**config.mk**
```make
export PLATFORM = sky130hd
export DESIGN_NAME = busy_table_mp
export DESIGN_NICKNAME = d
export VERILOG_FILES = /design/src/rtl/busy_table_mp_pkg.sv /design/src/rtl/bt_popcount.sv /design/src/rtl/busy_table_mp.sv
export SDC_FILE = /design/constraint.sdc
export NUM_CORES = 1
export LEC_CHECK = 0
export CAP_MARGIN = 20
export CORE_MARGIN = 2
export CORE_UTILIZATION = 45
export DETAILED_ROUTE_END_ITERATION = 6
export GPL_TIMING_DRIVEN = 0
export MAX_ROUTING_LAYER = met4
export PLACE_DENSITY = 0.68
export SYNTH_ARGS = -nofsm -noshare
export SYNTH_HDL_FRONTEND = slang
export SYNTH_HIERARCHICAL = 1
export SYNTH_SLANG_ARGS = --single-unit
```
**constraint.sdc**
```tcl
create_clock -name clock -period 7.1 [get_ports clock]
set_input_delay 0.71 -clock clock [delete_from_list [all_inputs] [get_ports clock]]
set_output_delay 0.71 -clock clock [all_outputs]
set_load 0.005 [all_outputs]
```
**src/rtl/busy_table_mp_pkg.sv**
```systemverilog
// Shared ISU definitions for the busy table: ROB state codes, default register-file
// geometry and the recovery FSM state encoding.
package busy_table_mp_pkg;

  localparam int BT_PREG_NUM_DEF = 64;
  localparam int BT_PREG_AW_DEF  = $clog2(BT_PREG_NUM_DEF);

  localparam logic [1:0] ROB_STATE_IDLE      = 2'd0;
  localparam logic [1:0] ROB_STATE_ROLLIBACK = 2'd1;
  localparam logic [1:0] ROB_STATE_WALK      = 2'd2;

  typedef enum logic [1:0] {
    BT_NORMAL = 2'd0,
    BT_CLEAR  = 2'd1,
    BT_WALK   = 2'd2
  } bt_state_e;

endpackage

```
**src/rtl/bt_popcount.sv**
```systemverilog
// Combinational population count of the busy vector; feeds the registered busy_count.
module bt_popcount #(
  parameter int PREG_NUM = 64,
  parameter int PREG_AW  = 6
) (
  input  logic [PREG_NUM-1:0] vec,
  output logic [PREG_AW:0]    count
);

  // Sum of all set bits.
  always_comb begin
    count = {(PREG_AW+1){1'b0}};
    for (int i = 0; i < PREG_NUM; i++) begin
      count = count + {{PREG_AW{1'b0}}, vec[i]};
    end
  end

endmodule

```
**src/rtl/busy_table_mp.sv**
```systemverilog
// Multi-port physical-register busy table with ROB rollback/walk recovery FSM.
// Optional same-cycle read bypass: define BUSY_TABLE_BYPASS_EN.
module busy_table_mp
  import busy_table_mp_pkg::*;
#(
  parameter int PREG_NUM    = BT_PREG_NUM_DEF,
  parameter int PREG_AW     = $clog2(PREG_NUM),
  parameter int RD_PORTS    = 4,
  parameter int ALLOC_PORTS = 2,
  parameter int FREE_PORTS  = 2,
  parameter int WALK_PORTS  = 2
) (
  input  logic                           clock,
  input  logic                           reset,
  input  logic [RD_PORTS*PREG_AW-1:0]    rd_addr,
  output logic [RD_PORTS-1:0]            rd_busy,
  input  logic [ALLOC_PORTS-1:0]         alloc_en,
  input  logic [ALLOC_PORTS*PREG_AW-1:0] alloc_addr,
  input  logic [FREE_PORTS-1:0]          free_en,
  input  logic [FREE_PORTS*PREG_AW-1:0]  free_addr,
  input  logic [WALK_PORTS-1:0]          walk_valid,
  input  logic [WALK_PORTS-1:0]          walk_complete,
  input  logic [WALK_PORTS*PREG_AW-1:0]  walk_prd,
  input  logic [1:0]                     rob_state,
  output logic                           recovering,
  output logic [PREG_AW:0]               busy_count
);

  bt_state_e             state_r, state_nxt_s;
  logic [PREG_NUM-1:0]   busy_r, busy_nxt_s, set_s, free_s, rd_src_s;
  logic [PREG_AW:0]      count_nxt_s, busy_count_r;
  logic                  recovering_r, clear_all_s, alloc_ok_s, walk_ok_s;

  // Recovery FSM next state and the clear-all strobe on entry to CLEAR.
  always_comb begin
    state_nxt_s = state_r;
    case (state_r)
      BT_NORMAL: begin
        if (rob_state == ROB_STATE_ROLLIBACK) state_nxt_s = BT_CLEAR;
        else                                  state_nxt_s = state_r;
      end
      BT_CLEAR: begin
        if (rob_state == ROB_STATE_WALK)      state_nxt_s = BT_WALK;
        else if (rob_state == ROB_STATE_IDLE) state_nxt_s = BT_NORMAL;
        else                                  state_nxt_s = state_r;
      end
      BT_WALK: begin
        if (rob_state == ROB_STATE_IDLE)           state_nxt_s = BT_NORMAL;
        else if (rob_state == ROB_STATE_ROLLIBACK) state_nxt_s = BT_CLEAR;
        else                                       state_nxt_s = state_r;
      end
      default: state_nxt_s = BT_NORMAL;
    endcase
    clear_all_s = (state_nxt_s == BT_CLEAR) && (state_r != BT_CLEAR);
    alloc_ok_s  = !recovering_r && (rob_state == ROB_STATE_IDLE);
    walk_ok_s   = (state_r == BT_WALK);
  end

  // Per-entry hit decode across all alloc, walk and free ports.
  always_comb begin
    set_s  = {PREG_NUM{1'b0}};
    free_s = {PREG_NUM{1'b0}};
    for (int j = 0; j < PREG_NUM; j++) begin
      for (int p = 0; p < ALLOC_PORTS; p++) begin
        set_s[j] = set_s[j] | (alloc_ok_s & alloc_en[p] &
                   (alloc_addr[p*PREG_AW +: PREG_AW] == PREG_AW'(j)));
      end
      for (int p = 0; p < WALK_PORTS; p++) begin
        set_s[j] = set_s[j] | (walk_ok_s & walk_valid[p] & ~walk_complete[p] &
                   (walk_prd[p*PREG_AW +: PREG_AW] == PREG_AW'(j)));
      end
      for (int p = 0; p < FREE_PORTS; p++) begin
        free_s[j] = free_s[j] | (free_en[p] &
                    (free_addr[p*PREG_AW +: PREG_AW] == PREG_AW'(j)));
      end
    end
  end

  // Next-state vector: clear-all, then set, then free; entry 0 is never busy.
  always_comb begin
    busy_nxt_s = {PREG_NUM{1'b0}};
    for (int j = 0; j < PREG_NUM; j++) begin
      if (j == 0)          busy_nxt_s[j] = 1'b0;
      else if (clear_all_s) busy_nxt_s[j] = 1'b0;
      else if (set_s[j])   busy_nxt_s[j] = 1'b1;
      else if (free_s[j])  busy_nxt_s[j] = 1'b0;
      else                 busy_nxt_s[j] = busy_r[j];
    end
  end

  bt_popcount #(
    .PREG_NUM (PREG_NUM),
    .PREG_AW  (PREG_AW)
  ) u_popcount (
    .vec   (busy_nxt_s),
    .count (count_nxt_s)
  );

`ifdef BUSY_TABLE_BYPASS_EN
  assign rd_src_s = busy_nxt_s;
`else
  assign rd_src_s = busy_r;
`endif

  // Lookup ports; address 0 always reads not-busy.
  always_comb begin
    rd_busy = {RD_PORTS{1'b0}};
    for (int i = 0; i < RD_PORTS; i++) begin
      if (rd_addr[i*PREG_AW +: PREG_AW] == {PREG_AW{1'b0}}) rd_busy[i] = 1'b0;
      else rd_busy[i] = rd_src_s[rd_addr[i*PREG_AW +: PREG_AW]];
    end
  end

  // State, vector and count registers updated together.
  always_ff @(posedge clock) begin
    if (reset) begin
      state_r      <= BT_NORMAL;
      busy_r       <= {PREG_NUM{1'b0}};
      busy_count_r <= {(PREG_AW+1){1'b0}};
      recovering_r <= 1'b0;
    end else begin
      state_r      <= state_nxt_s;
      busy_r       <= busy_nxt_s;
      busy_count_r <= count_nxt_s;
      recovering_r <= (state_nxt_s != BT_NORMAL);
    end
  end

  assign recovering = recovering_r;
  assign busy_count = busy_count_r;

endmodule

```
== Yosys cells after proc, flatten, opt, wreduce, memory -nomap -nowiden ==
Cells that the tools add are included.

* Logic and storage cells: 1,309
* Input bits: 72
* Flip-flop bits (word level): 74
* Output and inout bits: 12

* Add/sub/neg operators: 62
* Eq/ne operators: 384
* Muxes and demuxes: 206
* Reduce and logical (&&, ||, !) cells: 10
* Bitwise operators: 638
* $lt $le $gt $ge: 4

{| class="wikitable"
|+ Operators by type and width
! cell !! count
|-
| $eq 6x6->1 const B || 192
|-
| $eq 6x5->1 const B || 96
|-
| $add 7x1->7 || 61
|-
| $and 1x1->1 || 384
|-
| $eq 6x4->1 const B || 48
|-
| $or 1x1->1 || 252
|-
| $mux 1 || 197
|-
| $eq 6x3->1 const B || 24
|-
| $eq 6x2->1 const B || 12
|-
| $eq 6x1->1 const B || 6
|-
| $lt 6x7->1 const B || 4
|-
| $bmux 1 s6 || 4
|-
| $logic_not 6->1 || 4
|-
| $mux 2 || 4
|-
| $eq 2x1->1 const B || 3
|-
| $pmux 2 s3 || 1
|-
| $eq 2x2->1 const B || 2
|-
| $logic_not 2->1 || 2
|-
| $add 1x1->2 || 1
|-
| $logic_and 1x1->1 || 2
|-
| $ne 2x1->1 const B || 1
|-
| $not 1->1 || 2
|-
| $reduce_bool 2->1 || 1
|-
| $logic_not 1->1 || 1
|}

== Logic depth before layout (Yosys ltp) ==
* Word-level depth: 71
* Gate-level depth with buffers: 26
* Depth with buffers taken out: 24

== Hierarchy ==
Netlist, hierarchy kept.

{| class="wikitable"
|+ By module, submodules not included
! module !! sequential area each (um^2) !! cells each !! times used !! area an instance (um^2)
|-
| busy_table_mp || 1,461.4 || 879 || 1 || 7,561.0
|-
| bt_popcount || 0.0 || 183 || 1 || 1,773.0
|}

== Least setup slack after synthesis ==
No wires, ideal clock.

* Kind: input to register
* Start point: input free_addr[9]
* End point: register busy_count_r[6], in the netlist busy_count[6]
* Setup slack: -0.314 ns
* Stages on the path: 21
* Required time: 6.972 ns
* Arrival time: 7.286 ns
* Path buffers: 1
* Library setup time: 0.128 ns
* Path through: clkbuf_1 -> or4bb_1 -> o22a_1 -> a32oi_1 -> a41oi_2 -> inv_1 -> fa_1 -> fa_1 -> fa_1 -> fa_1 -> fa_1 -> fa_1 -> fa_1 -> fa_1 -> inv_1 -> fa_1 -> fa_1 -> a211o_1 -> a21oi_1 -> o21bai_1 -> nor2b_1

* Elaborated cells between the ends (all ways): 440
* Classes of those cells: add/sub (62); eq/ne (63); mux (189); bitwise (126)

{| class="wikitable"
|+ RTL lines
! element !! line !! RTL
|-
| start: declaration || busy_table_mp.sv:20 || <nowiki>input logic [FREE_PORTS*PREG_AW-1:0] free_addr,</nowiki>
|-
| $eq 6x3->1 || busy_table_mp.sv:74 || <nowiki>(free_addr[p*PREG_AW +: PREG_AW] == PREG_AW'(j)));</nowiki>
|-
| $and 1x1->1 || busy_table_mp.sv:73 || <nowiki>free_s[j] = free_s[j] | (free_en[p] &</nowiki>
|-
| $or 1x1->1 || busy_table_mp.sv:73 ||
|-
| $mux 1 || busy_table_mp.sv:86 || <nowiki>else if (free_s[j]) busy_nxt_s[j] = 1'b0;</nowiki>
|-
| $mux 1 || busy_table_mp.sv:85 || <nowiki>else if (set_s[j]) busy_nxt_s[j] = 1'b1;</nowiki>
|-
| $mux 1 || busy_table_mp.sv:84 || <nowiki>else if (clear_all_s) busy_nxt_s[j] = 1'b0;</nowiki>
|-
| net busy_nxt_s[5] || busy_table_mp.sv:30 || <nowiki>logic [PREG_NUM-1:0] busy_r, busy_nxt_s, set_s, free_s, rd_src_s;</nowiki>
|-
| $add 7x1->7 (59 in series) || bt_popcount.sv:14 || <nowiki>count = count + {{PREG_AW{1'b0}}, vec[i]};</nowiki>
|-
| net count_nxt_s[6] || busy_table_mp.sv:31 || <nowiki>logic [PREG_AW:0] count_nxt_s, busy_count_r;</nowiki>
|-
| end signal: assignment || busy_table_mp.sv:119 || <nowiki>busy_count_r <= {(PREG_AW+1){1'b0}};</nowiki>
|-
| end signal: assignment || busy_table_mp.sv:124 || <nowiki>busy_count_r <= count_nxt_s;</nowiki>
|-
| end: declaration || busy_table_mp.sv:31 ||
|}

The timed path passes the listed nets, and every way through them passes these cells.
A chain may end at the register's enable or synchronous reset.

== Worst setup path in the final report ==
* Start point: input free_addr[9]
* End point: register busy_count_r[5], in the netlist busy_count[5]

The elaborated chain is that of the path after synthesis.

==> impl_results.md <==
- Final Core Density: 0.615
- Post-synthesis sequential area ratio: 0.157
- Worst ir drop on vdd: 0.0939 mV
- Die Y: between 100 and 150 µm
- Critical path's top delay family: adder cells
- Multi-input logic area: about 7900 µm²
- Worst EP arrival: 8190 ps
- Synthesized cell area: slightly above 9000 µm²
- Worst-Margin Slew: about 850 ps
- Crit-path max FO: 8
- Rel. slew slack: 0.432
- Num rows: 52
- Full die area: between 20000 and 25000 µm²
- Worst Path Buf+Inv: 5
- IO Pins: 84
- First-pass GRT wire length: just under 70 mm
- Area grow syn2layout: 33.7%
- Clock Tree Buf Depth: 2
- Largest net degree at the start of global routing: 16
- Initial DRC count: 1342
- Asr flop ratio synth: 0
- Crit-path cells: buf_6 > buf_8 > or4bb_4 > o22a_1 > a32oi_2 > a41oi_2 > inv_1 > fa_1 > fa_2 > fa_1 > fa_1 > fa_1 > fa_2 > fa_1 > fa_1 > inv_1 > fa_2 > buf_6 > a211oi_4 > nor4b_2 > a2111oi_2 > nor2b_2
- Tot GR Track Use: 0.442
- Power Density: 96.7 nW/µm²
- Final Setup Violations: 6
- Final Hold Fails: 0
- Critical Path Max Stage Delay: 660 ps
- Congestion Overflow GR: 0
- Synth warn: 6
- Clock-pin slew on the worst setup and hold paths: approximately 70 ps
- HP Class: reg2reg
- Main synth FF type: dfxtp_1
- Layout cells sized above 1: 0.333
- P_leak: 4.58 nW
- Crit. End Element: register
- Max-slew violation count: 0
- Worst Setup Slack, final: -798 ps
- Failing checks: design-rule violations, negative setup slack
- Antenna-violating nets left: 0
- H-tree Lvls: 3
- Min Hold Slack: 598 ps
- Crit-path most repeated cell: fa_1
- Vias in the first global route: between 10000 and 15000
- Status: finished, violations left
- Worst Setup Start Kind: primary input
- DR vias: 10581
- Syn Nets: 1204
- Max Clock Skew: roughly 20 ps
- Post-DP HPWL: 36.6 mm
- Via density: ~7
- Initial antenna violation count: 2
- CTS tree: done
- RSZ-0062 raised after global routing: true
- Routed WL: ~47 mm
- Port Buffers: 68
- Chip width: 148 µm
- Nets: around 1400
- CP max-delay cell: fa_2
- First-pass DRT Iterations: 7
- Register area: 1460 µm²
- Fin crit period: 7900 ps
- Per-cell routed wire length: between 30 and 40 µm
- Clock Tree Root: clkbuf_16
- Pre-CTS setup slack: -2240 ps
- Synth Register Bits: 73
- Tcrit/Tclk final: 1.11
- Max-cap violations: 0
- Syn avg cell area: 8.79 µm²
- CTS Buf Count: 9
- Fillers: 1745
- Core area: 20300 µm²
- Post-synth EDFFs: 0
- Distinct cells, synth: 65
- Skew-Pair Late Insertion Delay: roughly 360 ps
- Syn Inst Count: 1062
- Critical path type: in2reg
- Routability cong.: 1.10
- Fmax: 127 MHz
- Clk sink count: 73
- Drt drc: 3
- WP data required: 7390 ps
- Starting Density: 0.460
## worst paths after layout
| check | from | endpoint | slack [ps] | depth (start not counted) |
|---|---|---|---|---|
| max | free_addr[9] | busy_count[5] | -800 | 22 |
| min | state_r[1] | state_r[1] | 600 | 2 |
| max reg2reg | recovering | busy_count[5] | -620 | 24 |
| min reg2reg | state_r[1] | state_r[1] | 600 | 2 |
## flip-flops by register name, summed over array words and instances (netlist names)
signal / cells
busy_r: 63
state_r: 2
busy_count: 7
recovering: 1
## worst register-to-register path, cell delays in order (launching register included)
cell and delay [ps]:
dfxtp_1 370, nor4b_4 280, buf_4 180, buf_4 130, nand3b_1 200, buf_4 250, o221ai_1 200, nor2_2 100
nor2_1 160, fa_1 480, fa_1 500, fa_1 490, inv_1 50, fa_1 520, fa_1 440, fa_2 660
fa_1 470, fa_1 520, inv_1 50, fa_2 400, buf_6 150, a211oi_4 270, nor4b_2 90, a2111oi_2 470
nor2b_2 210
## placed cells by master, fill, tap and decap left out, types with 8 or more instances in the layout
cell             count
dlygate4sd2_1        8
mux2i_1             27
a21oi_1              9
o22a_1              10
ha_1                16
o221ai_1            64
nor3_1              56
mux4_2              63
nand2b_1            16
clkbuf_4             8
clkbuf_1            20
buf_8                8
nor2_2              20
inv_1               94
nor2_4               9
fa_1                48
nor2b_1             39
dfxtp_1             73
nand3_1             42
o221ai_4            10
buf_6               23
a32oi_1              8
dlymetal6s2s_1      12
buf_4               88
nand3b_1            14
a41oi_2             13
clkdlybuf4s50_1     29
clkbuf_2            25
buf_2               22
nand2_1             45
nor2_1              78
nand4b_1             8
clkbuf_16           14
o22ai_1             42
o221ai_2            18
## repair_timing
action	4_1_cts	5_1_grt
pin swaps	76	55
resized for setup	246	126
cloned	1	1
setup endpoints to repair	7	7
hold buffers	0	0
setup buffers	77	21
## stage by stage
step / power, mW / area [µm²] / setup TNS (ps) / cells
finish: 1.21 / 12500 / -3470 / 1514
global route: 1.23 / 12500 / -4220 / 1514
CTS: 1.19 / 12000 / -3780 / 1490
detailed placement: 0.699 / 10400 / -12810 / 1400
global placement: 0.700 / 10400 / -13600 / 1400
floorplan: 0.577 / 9390 / -382 / 1062
## layer usage
metal	up-vias	GRT usage	share of wire
li1	4411	-	-
met2	902	0.680	0.45
met1	5090	0.541	0.36
met5	-	-	0
met4	0	0.230	0.064
met3	178	0.107	0.13
## cells in the mapped netlist, drive strengths merged (3+ instances only)
master | count | area share
or4b | 8 | 0.0086
nand2b | 16 | 0.011
fa | 54 | 0.12
a32oi | 12 | 0.011
nand2 | 49 | 0.020
buf | 33 | 0.018
o211a | 3 | 0.0032
nor4b | 3 | 0.0060
or4bb | 8 | 0.0097
a211o | 3 | 0.0028
nor2b | 44 | 0.029
o22a | 10 | 0.0094
a41oi | 17 | 0.023
o221ai | 92 | 0.086
clkbuf | 61 | 0.025
nand3b | 14 | 0.011
nor2 | 107 | 0.043
ha | 16 | 0.021
nand4 | 6 | 0.0040
nor3 | 57 | 0.031
a21oi | 11 | 0.0059
o22ai | 50 | 0.034
nand3 | 53 | 0.028
o21ai | 10 | 0.0054
mux4 | 63 | 0.15
o221a | 4 | 0.0048
nand4bb | 4 | 0.0048
dfxtp | 73 | 0.16
nand4b | 8 | 0.0075
a211oi | 4 | 0.0032
mux2i | 27 | 0.029
inv | 101 | 0.041
nor3b | 7 | 0.0091
## where the power goes
part,internal (mW),switching [mW]
combinational,0.126,0.199
clock,0.244,0.221
sequential,0.413,0.00380
total,0.783,0.424
## layout make-up
type,instances,share of cell area
antenna,2,0.000401
buffer,90,0.0533
multi-input combinational,793,0.631
sequential,73,0.117
clock buffer,9,0.0180
tap,270,0.0271
clock inverter,7,0.00491
inverter,102,0.0307
timing repair buffer,168,0.117
## kinds of logic (layout without fill, tap and decap cells)
group / count (synthesis) / after routing / synth area share
AND/OR/NAND/NOR: 394 / 394 / 0.232
AO/OA/AOI/OAI: 234 / 234 / 0.205
buffers and inverters: 196 / 376 / 0.0840
multiplexers: 92 / 92 / 0.183
flip-flops: 73 / 73 / 0.157
adder cells (fa/ha/maj): 70 / 70 / 0.137
XOR/XNOR: 2 / 2 / 0.00188
other: 1 / 3 / 0.000402
(Power assumes the default switching activity.)
